[src/rtl/pipe_pkg.sv]
// Shared constants for the fetch/decode front end: NOP encoding, PC step,
// register-field positions and the bubble control value.
package pipe_pkg;
  localparam int unsigned NOP_INSTR   = 0;
  localparam int unsigned PC_INC      = 4;
  localparam int unsigned RS_HI       = 25;
  localparam int unsigned RS_LO       = 21;
  localparam int unsigned RT_HI       = 20;
  localparam int unsigned RT_LO       = 16;
  localparam int unsigned CTRL_BUBBLE = 0;
endpackage

[src/rtl/pipe_reg.sv]
// Generic pipeline register: async active-high reset, synchronous clear
// (dominates enable), load on enable, otherwise hold.
module pipe_reg #(
  parameter int W = 32
) (
  input  logic         clk,
  input  logic         reset,
  input  logic         en,
  input  logic         clr,
  input  logic [W-1:0] d,
  output logic [W-1:0] q
);
  always_ff @(posedge clk or posedge reset) begin
    if (reset)    q <= '0;
    else if (clr) q <= '0;
    else if (en)  q <= d;
  end
endmodule

[src/rtl/fetch_decode_pipe.sv]
// Pipeline front end: PC, IF/ID and ID/EX registers driven by the hazard unit.
// Optional stall counter and stall_count port exist only with STALL_COUNTER_EN.
module fetch_decode_pipe
  import pipe_pkg::*;
#(
  parameter int PC_W    = 32,
  parameter int INSTR_W = 32,
  parameter int REG_W   = 8,
  parameter int CTRL_W  = 8,
  parameter int CNT_W   = 16
) (
  input  logic               clk,
  input  logic               reset,
  input  logic               pc_write,
  input  logic               ifid_write,
  input  logic               stall_insert,
  input  logic               flush,
  input  logic [PC_W-1:0]    branch_target,
  output logic [PC_W-1:0]    imem_addr,
  input  logic [INSTR_W-1:0] imem_instr,
  input  logic [CTRL_W-1:0]  id_ctrl,
  input  logic               id_mem_read,
  output logic [INSTR_W-1:0] ifid_instr,
  output logic [PC_W-1:0]    ifid_pc,
  output logic [REG_W-1:0]   ifid_rs,
  output logic [REG_W-1:0]   ifid_rt,
  output logic [REG_W-1:0]   idex_rt,
  output logic               idex_mem_read,
  output logic [CTRL_W-1:0]  idex_ctrl,
  output logic               idex_valid
`ifdef STALL_COUNTER_EN
  ,
  output logic [CNT_W-1:0]   stall_count
`endif
);
  typedef struct packed {
    logic [INSTR_W-1:0] instr;
    logic [PC_W-1:0]    pc;
    logic               valid;
  } ifid_t;

  typedef struct packed {
    logic [CTRL_W-1:0] ctrl;
    logic              mem_read;
    logic [REG_W-1:0]  rt;
    logic              valid;
  } idex_t;

  logic [PC_W-1:0] pc_q, pc_d, pc_plus4;
  ifid_t           ifid_q, ifid_d;
  idex_t           idex_q, idex_d;
  logic            idex_bubble;

  assign pc_plus4 = pc_q + PC_W'(PC_INC);
  assign pc_d     = flush ? branch_target : pc_plus4;

  pipe_reg #(.W(PC_W)) u_pc (
    .clk(clk), .reset(reset), .en(flush | pc_write), .clr(1'b0),
    .d(pc_d), .q(pc_q)
  );

  assign ifid_d = '{instr: imem_instr, pc: pc_plus4, valid: 1'b1};

  // Flush clears to all-zero, which is the NOP/invalid encoding.
  pipe_reg #(.W($bits(ifid_t))) u_ifid (
    .clk(clk), .reset(reset), .en(ifid_write), .clr(flush),
    .d(ifid_d), .q(ifid_q)
  );

  assign ifid_rs = REG_W'(ifid_q.instr[RS_HI:RS_LO]);
  assign ifid_rt = REG_W'(ifid_q.instr[RT_HI:RT_LO]);

  assign idex_bubble = flush | stall_insert | ~ifid_q.valid;

  always_comb begin
    idex_d = '{ctrl: id_ctrl, mem_read: id_mem_read, rt: ifid_rt, valid: 1'b1};
    if (idex_bubble)
      idex_d = '{ctrl: CTRL_W'(CTRL_BUBBLE), mem_read: 1'b0, rt: '0, valid: 1'b0};
  end

  // ID/EX reloads every cycle; a hazard or empty decode stage feeds a bubble.
  pipe_reg #(.W($bits(idex_t))) u_idex (
    .clk(clk), .reset(reset), .en(1'b1), .clr(1'b0),
    .d(idex_d), .q(idex_q)
  );

  assign imem_addr     = pc_q;
  assign ifid_instr    = ifid_q.instr;
  assign ifid_pc       = ifid_q.pc;
  assign idex_rt       = idex_q.rt;
  assign idex_mem_read = idex_q.mem_read;
  assign idex_ctrl     = idex_q.ctrl;
  assign idex_valid    = idex_q.valid;

`ifdef STALL_COUNTER_EN
  logic [CNT_W-1:0] stall_cnt;

  always_ff @(posedge clk or posedge reset) begin
    if (reset)                             stall_cnt <= '0;
    else if (stall_insert && ~&stall_cnt)  stall_cnt <= stall_cnt + 1'b1;
  end

  assign stall_count = stall_cnt;
`endif
endmodule

[config.mk]
export PLATFORM = sky130hd
export DESIGN_NAME = fetch_decode_pipe
export DESIGN_NICKNAME = d
export VERILOG_FILES = /design/src/rtl/pipe_pkg.sv /design/src/rtl/pipe_reg.sv /design/src/rtl/fetch_decode_pipe.sv
export SDC_FILE = /design/constraint.sdc
export NUM_CORES = 1
export LEC_CHECK = 0
export CORE_ASPECT_RATIO = 0.9
export CORE_MARGIN = 2
export CORE_UTILIZATION = 30
export CTS_CLUSTER_SIZE = 8
export DETAILED_ROUTE_END_ITERATION = 7
export GPL_TIMING_DRIVEN = 0
export MAX_ROUTING_LAYER = met4
export SKIP_LAST_GASP = 1
export SLEW_MARGIN = 15
export SYNTH_ARGS = -nofsm -noshare
export SYNTH_HDL_FRONTEND = slang
export SYNTH_HIERARCHICAL = 1
export SYNTH_SLANG_ARGS = --single-unit
[constraint.sdc]
create_clock -name clk -period 2.85 [get_ports clk]
set_input_delay 0.285 -clock clk [delete_from_list [all_inputs] [get_ports clk]]
set_output_delay 0.285 -clock clk [all_outputs]
set_load 0.02 [all_outputs]
## After elaboration in Yosys (flattened, before gate mapping)

Index checks and enable logic that the tools add are counted.

| storage, ports and cells | value |
|---|---|
| output and inout bits | 130 |
| latch bits | 0 |
| flip-flop bits (word level) | 115 |
| memory bits (writable) | 0 |
| input bits | 79 |
| word-level logic and storage cells | 13 |
| memories kept | 0 |
| bits in read-only memories | 0 |

| operators by class | value |
|---|---|
| eq/ne operators | 0 |
| mux-type cells | 4 |
| reductions and logical operators | 1 |
| $add $sub $neg | 1 |
| shifts and indexed selects | 0 |
| bitwise operators | 4 |
| multiply operators | 0 |
| div/mod/pow operators | 0 |
| magnitude comparators | 0 |

Operator list:

| operator | count |
|---|---|
| $mux W65 | 2 |
| $add A32 B3 Y32 const B | 1 |
| $mux W32 | 1 |
| $mux W18 | 1 |
| $or A1 B1 Y1 | 3 |
| $reduce_bool A2 Y1 | 1 |
| $not A1 Y1 | 1 |

## Logic depth before layout (Yosys ltp)

| depth | value |
|---|---|
| word-level depth | 3 |
| gate-level depth with buffers | 7 |
| depth with buffers taken out | 7 |

## Modules after synthesis

The synthesis kept the hierarchy.

By module, submodules not included:

| module | instances | area each (sq um) | seq. area each (sq um) | cells an instance |
|---|---|---|---|---|
| pipe_reg at u_ifid | 1 | 2671.3 | 1626.6 | 210 |
| fetch_decode_pipe | 1 | 1337.5 | 0.0 | 205 |
| pipe_reg at u_pc | 1 | 1327.5 | 800.8 | 104 |
| pipe_reg at u_idex | 1 | 743.2 | 450.4 | 59 |

## Worst setup path after synthesis

No wires, ideal clock.

| timing path | value |
|---|---|
| kind | register to register |
| from | register u_pc.q[12] |
| to | register u_pc.q[25] |
| stages on the path, launching flop included | 8 |
| setup time | 72 ps |
| setup slack | 600 ps |
| arrival | 2178 ps |
| required time | 2778 ps |
| period minus slack after synthesis | 2250 ps |
| path buffers | 1 |
| cell sequence | dfrtp_1 > nand3_2 > or4_1 > buf_2 > or4_1 > a31oi_1 > mux2i_1 > nor2_1 |

| between the ends | value |
|---|---|
| longest elaborated chain between the ends | 2 |

RTL lines:

| element | RTL line | source |
|---|---|---|
| start, declared | pipe_reg.sv:11 | `output logic [W-1:0] q` |
| start signal, assigned | pipe_reg.sv:14 | `if (reset) q <= '0;` |
| start signal, assigned | pipe_reg.sv:15 | `else if (clr) q <= '0;` |
| start signal, assigned | pipe_reg.sv:16 | `else if (en) q <= d;` |
| $add A32 B3 Y32 | fetch_decode_pipe.sv:54 | `assign pc_plus4 = pc_q + PC_W'(PC_INC);` |
| $mux W32 | fetch_decode_pipe.sv:55 | `assign pc_d = flush ? branch_target : pc_plus4;` |
| net pc_d[25] | fetch_decode_pipe.sv:49 | `logic [PC_W-1:0] pc_q, pc_d, pc_plus4;` |

The timed path passes the listed nets, and every way through them passes these cells.
A chain may end at the register's enable or synchronous reset.

## Final worst setup path

| timing path | value |
|---|---|
| from | register u_pc.q[4] |
| to | register u_pc.q[19] |

The elaborated chain is that of the path after synthesis.

==> results.sh <==
export IMPL_outcome="complete, no violations"
export IMPL_max_freq_mhz=389.0
export IMPL_p_leak_nw=4.262
export IMPL_synth_edff_count=0
export IMPL_gp_congestion=0.7971
export IMPL_cts_tree="done"
export IMPL_numCtsBuffers=17
export IMPL_power_total_mw=4.819
export IMPL_die_w_um=154.1
export IMPL_final_cell_mix="clkdlybuf4s50_1, nor2_1, mux2i_1, dfrtp_1, nand2_1"
export IMPL_worstSkewPairLatency_ns=0.42
export IMPL_start_kind="flop"
export IMPL_cts_setup_buffers=0
export IMPL_maxSlewHeadroom=0.5101
export IMPL_drc=0
export IMPL_die_y_um=139.1
export IMPL_path_clk_slew_ns=0.06
export IMPL_dp_final_hpwl_um=12940
export IMPL_num_rows=49
export IMPL_io_pins=209
export IMPL_cp_max_fo=9
export IMPL_synth_seq_cells=115
export IMPL_avgSynthCellArea_um2=10.52
export IMPL_crit_required_ns=3.19
export IMPL_rsz0062_at_grt="no"
export IMPL_drive_gt1_frac=0.1112
export IMPL_switchingPower_mw=1.268
export IMPL_avgViaCountPerCell=4.592
export IMPL_grt_ovfl_total=0
export IMPL_hold_class="in -> reg"
export IMPL_layout_commonest_cell="clkdlybuf4s50_1"
export IMPL_grt_max_degree=40
export IMPL_synthMuxAreaShare=0.2208
export IMPL_min_period_over_period=0.9021
export IMPL_syn_area_um2=6080
export IMPL_grt_total_usage=0.1727
export IMPL_cap_violations=0
export IMPL_arrival_ns=2.91
export IMPL_vias=4969
export IMPL_synth_top_family_by_area="multiplexers"
export IMPL_critPathKind="reg -> reg"
export IMPL_synth_ff_type="dfrtp_1"
export IMPL_hold_depth=3
export IMPL_pwr_share_clk=0.458
export IMPL_seq_area_frac_synth=0.4733
export IMPL_ys_types=41
export IMPL_fillers=1900
export IMPL_swShare=0.2631
export IMPL_reg2reg_depth=7
export IMPL_period_needed_ns=2.571
export IMPL_final_nets=894
export IMPL_antenna_left=0
export IMPL_clock_root_buffer="clkbuf_16"
export IMPL_hold_violations=0
export IMPL_power_density_nw_per_um2=529.2
export IMPL_fin_skew_ns=0.01211
export IMPL_drt_wl_total_um=17590
export IMPL_core_area_um2=19930
export IMPL_initial_core_util=0.3051
export IMPL_slew_viol_final=0
export IMPL_p_int_mw=3.552
export IMPL_synth_fa_ha_area_frac=0.002058
export IMPL_antenna_found_initial=0
export IMPL_dp_cells=1050
export IMPL_synth_cells=578
export IMPL_post_place_ws_ns=-0.07395
export IMPL_finalNonFillerCells=1082
export IMPL_grt_pass1_vias=4949
export IMPL_yosys_area_share_simple=0.1718
export IMPL_async_reset_ff_frac=1.000
export IMPL_synth_xor_area_frac=0.02593
export IMPL_dieArea_um2=21420
export IMPL_grt_pass1_wl_um=28060
export IMPL_p_seq_frac=0.372
export IMPL_cts_htree_levels=4
export IMPL_drt_pass1_iterations=5
export IMPL_synthToLayoutAreaGrowth_pct=49.78
export IMPL_drt_initial_drc_count=213
export IMPL_report_final_setup_viol=0
export IMPL_io_buffer_count=201
export IMPL_peakVddDrop_uv=337.7
export IMPL_combPwrFrac=0.170
export IMPL_clock_path_buffers=2
export IMPL_yosysWarnings=6
export IMPL_synth_compound_area_frac=0.02902
export IMPL_fin_ws_ns=0.2791
export IMPL_endpoint_kind="flop"
export IMPL_diodes=0
export IMPL_avgRoutedWirePerCell_um=16.26
export IMPL_cts_sinks=115
export IMPL_worst_pin_slew_ns=0.7340
==> stage by stage <==
step                hold WS (ns)  instance area [um^2]  utilization  TNS (ns)
floorplan                 0.2236                  6136            -         0
global placement          0.4999                  8467       0.4249    -36.17
detailed placement        0.5066                  8489       0.4261   -0.5819
CTS                       0.2637                  9100       0.4567         0
global route              0.2696                  9106       0.4570         0
finish                    0.2794                  9106       0.4570         0
==> per-layer routing <==
| layer | global-route usage | up-vias | routed length (um) |
|---|---|---|---|
| met5 | - | - | 0 |
| met2 | 0.2556 | 155 | 8082 |
| met3 | 0.04469 | 8 | 1133 |
| li1 | - | 2433 | - |
| met4 | 0.04427 | 0 | 123 |
| met1 | 0.2357 | 2373 | 8254 |
==> final timing paths <==
path / startpoint / slack [ns] / endpoint
setup / recovery: u_pc/q[4] / 0.28 / u_pc/q[19]
setup reg to reg: u_pc/q[4] / 0.28 / u_pc/q[19]
hold / removal: ifid_write / 0.28 / u_ifid/q[26]
min in group asynchronous: reset / 0.31 / u_ifid/q[5]
hold reg to reg: u_ifid/q[43] / 0.51 / u_ifid/q[43]
max in group asynchronous: reset / 1.93 / u_pc/q[19]
==> layout make-up <==
type                       instances  area [um^2]  area share
buffer                            51        430.4     0.04727
clock buffer                      19        452.9     0.04974
clock inverter                    13        157.7     0.01731
inverter                           8        32.53    0.003572
multi-input combinational        419         2804      0.3079
sequential                       115         2878      0.3160
tap                              255        319.1     0.03504
timing repair buffer             202         2032      0.2231
==> power by group through the flow <==
stage | Sequential, mW | Combinational [mW] | Clock, mW
after floorplan | 1.90 | 0.360 | 0
after global placement | 1.82 | 0.810 | 0
after detailed placement | 1.82 | 0.820 | 0
after CTS | 1.79 | 0.822 | 2.26
after global routing | 1.81 | 0.883 | 2.33
final | 1.79 | 0.818 | 2.21
==> worst max-delay path, cell delays in order (launching register included) <==
cell and delay (ns):
dfrtp_1 0.37, buf_2 0.17, nand4_1 0.47, nor4_2 0.62, or3b_2 0.50, a31oi_1 0.17, mux2i_1 0.09, nor2_1 0.09
==> repair_timing <==
| item | 4_1_cts | 5_1_grt |
|---|---|---|
| hold buffers | 0 | 0 |
| endpoints found under the setup margin | 0 | 2 |
| resized for setup | 0 | 1 |
==> kinds of logic (layout without fill, tap and decap cells) <==
logic type,count (synthesis),in the layout
AOI/OAI and AO/OA,25,25
buffers and inverters,59,293
and+or+nand+nor,226,226
adders and majority gates,1,1
DFF,115,115
xor gates and xnor gates,18,18
other,2,17
muxes,132,132
==> state kept, by name, indices dropped and copies added (netlist names) <==
register / cells
u_ifid/q: 65
u_idex/q: 18
u_pc/q: 32
==> synth_stat cells (2+ instances only) <==
library cell / instances / area (um^2)
xnor2_1: 11 / 96.34
buf_4: 17 / 127.6
buf_12: 9 / 180.2
xor2_1: 7 / 61.31
o21ai_0: 4 / 20.02
nor2b_1: 4 / 25.02
a31oi_1: 10 / 62.56
nand2_1: 24 / 90.09
nand3_1: 10 / 50.05
nor2_1: 131 / 491.7
nor3_1: 3 / 15.01
buf_1: 5 / 18.77
and3_1: 4 / 25.02
and4_1: 3 / 26.28
conb_1: 2 / 7.510
clkbuf_1: 12 / 45.04
dfrtp_1: 115 / 2878
inv_1: 7 / 26.28
or3_1: 2 / 12.51
mux2i_1: 115 / 1151
buf_2: 4 / 20.02
mux2_2: 17 / 191.4
buf_6: 3 / 33.78
or4_1: 6 / 45.04
o31ai_1: 5 / 37.54
and2_1: 14 / 87.58
nand4_1: 10 / 62.56
nor4_1: 8 / 50.05
a221o_1: 4 / 40.04
Note: power is estimated with default switching activity, not from simulation.
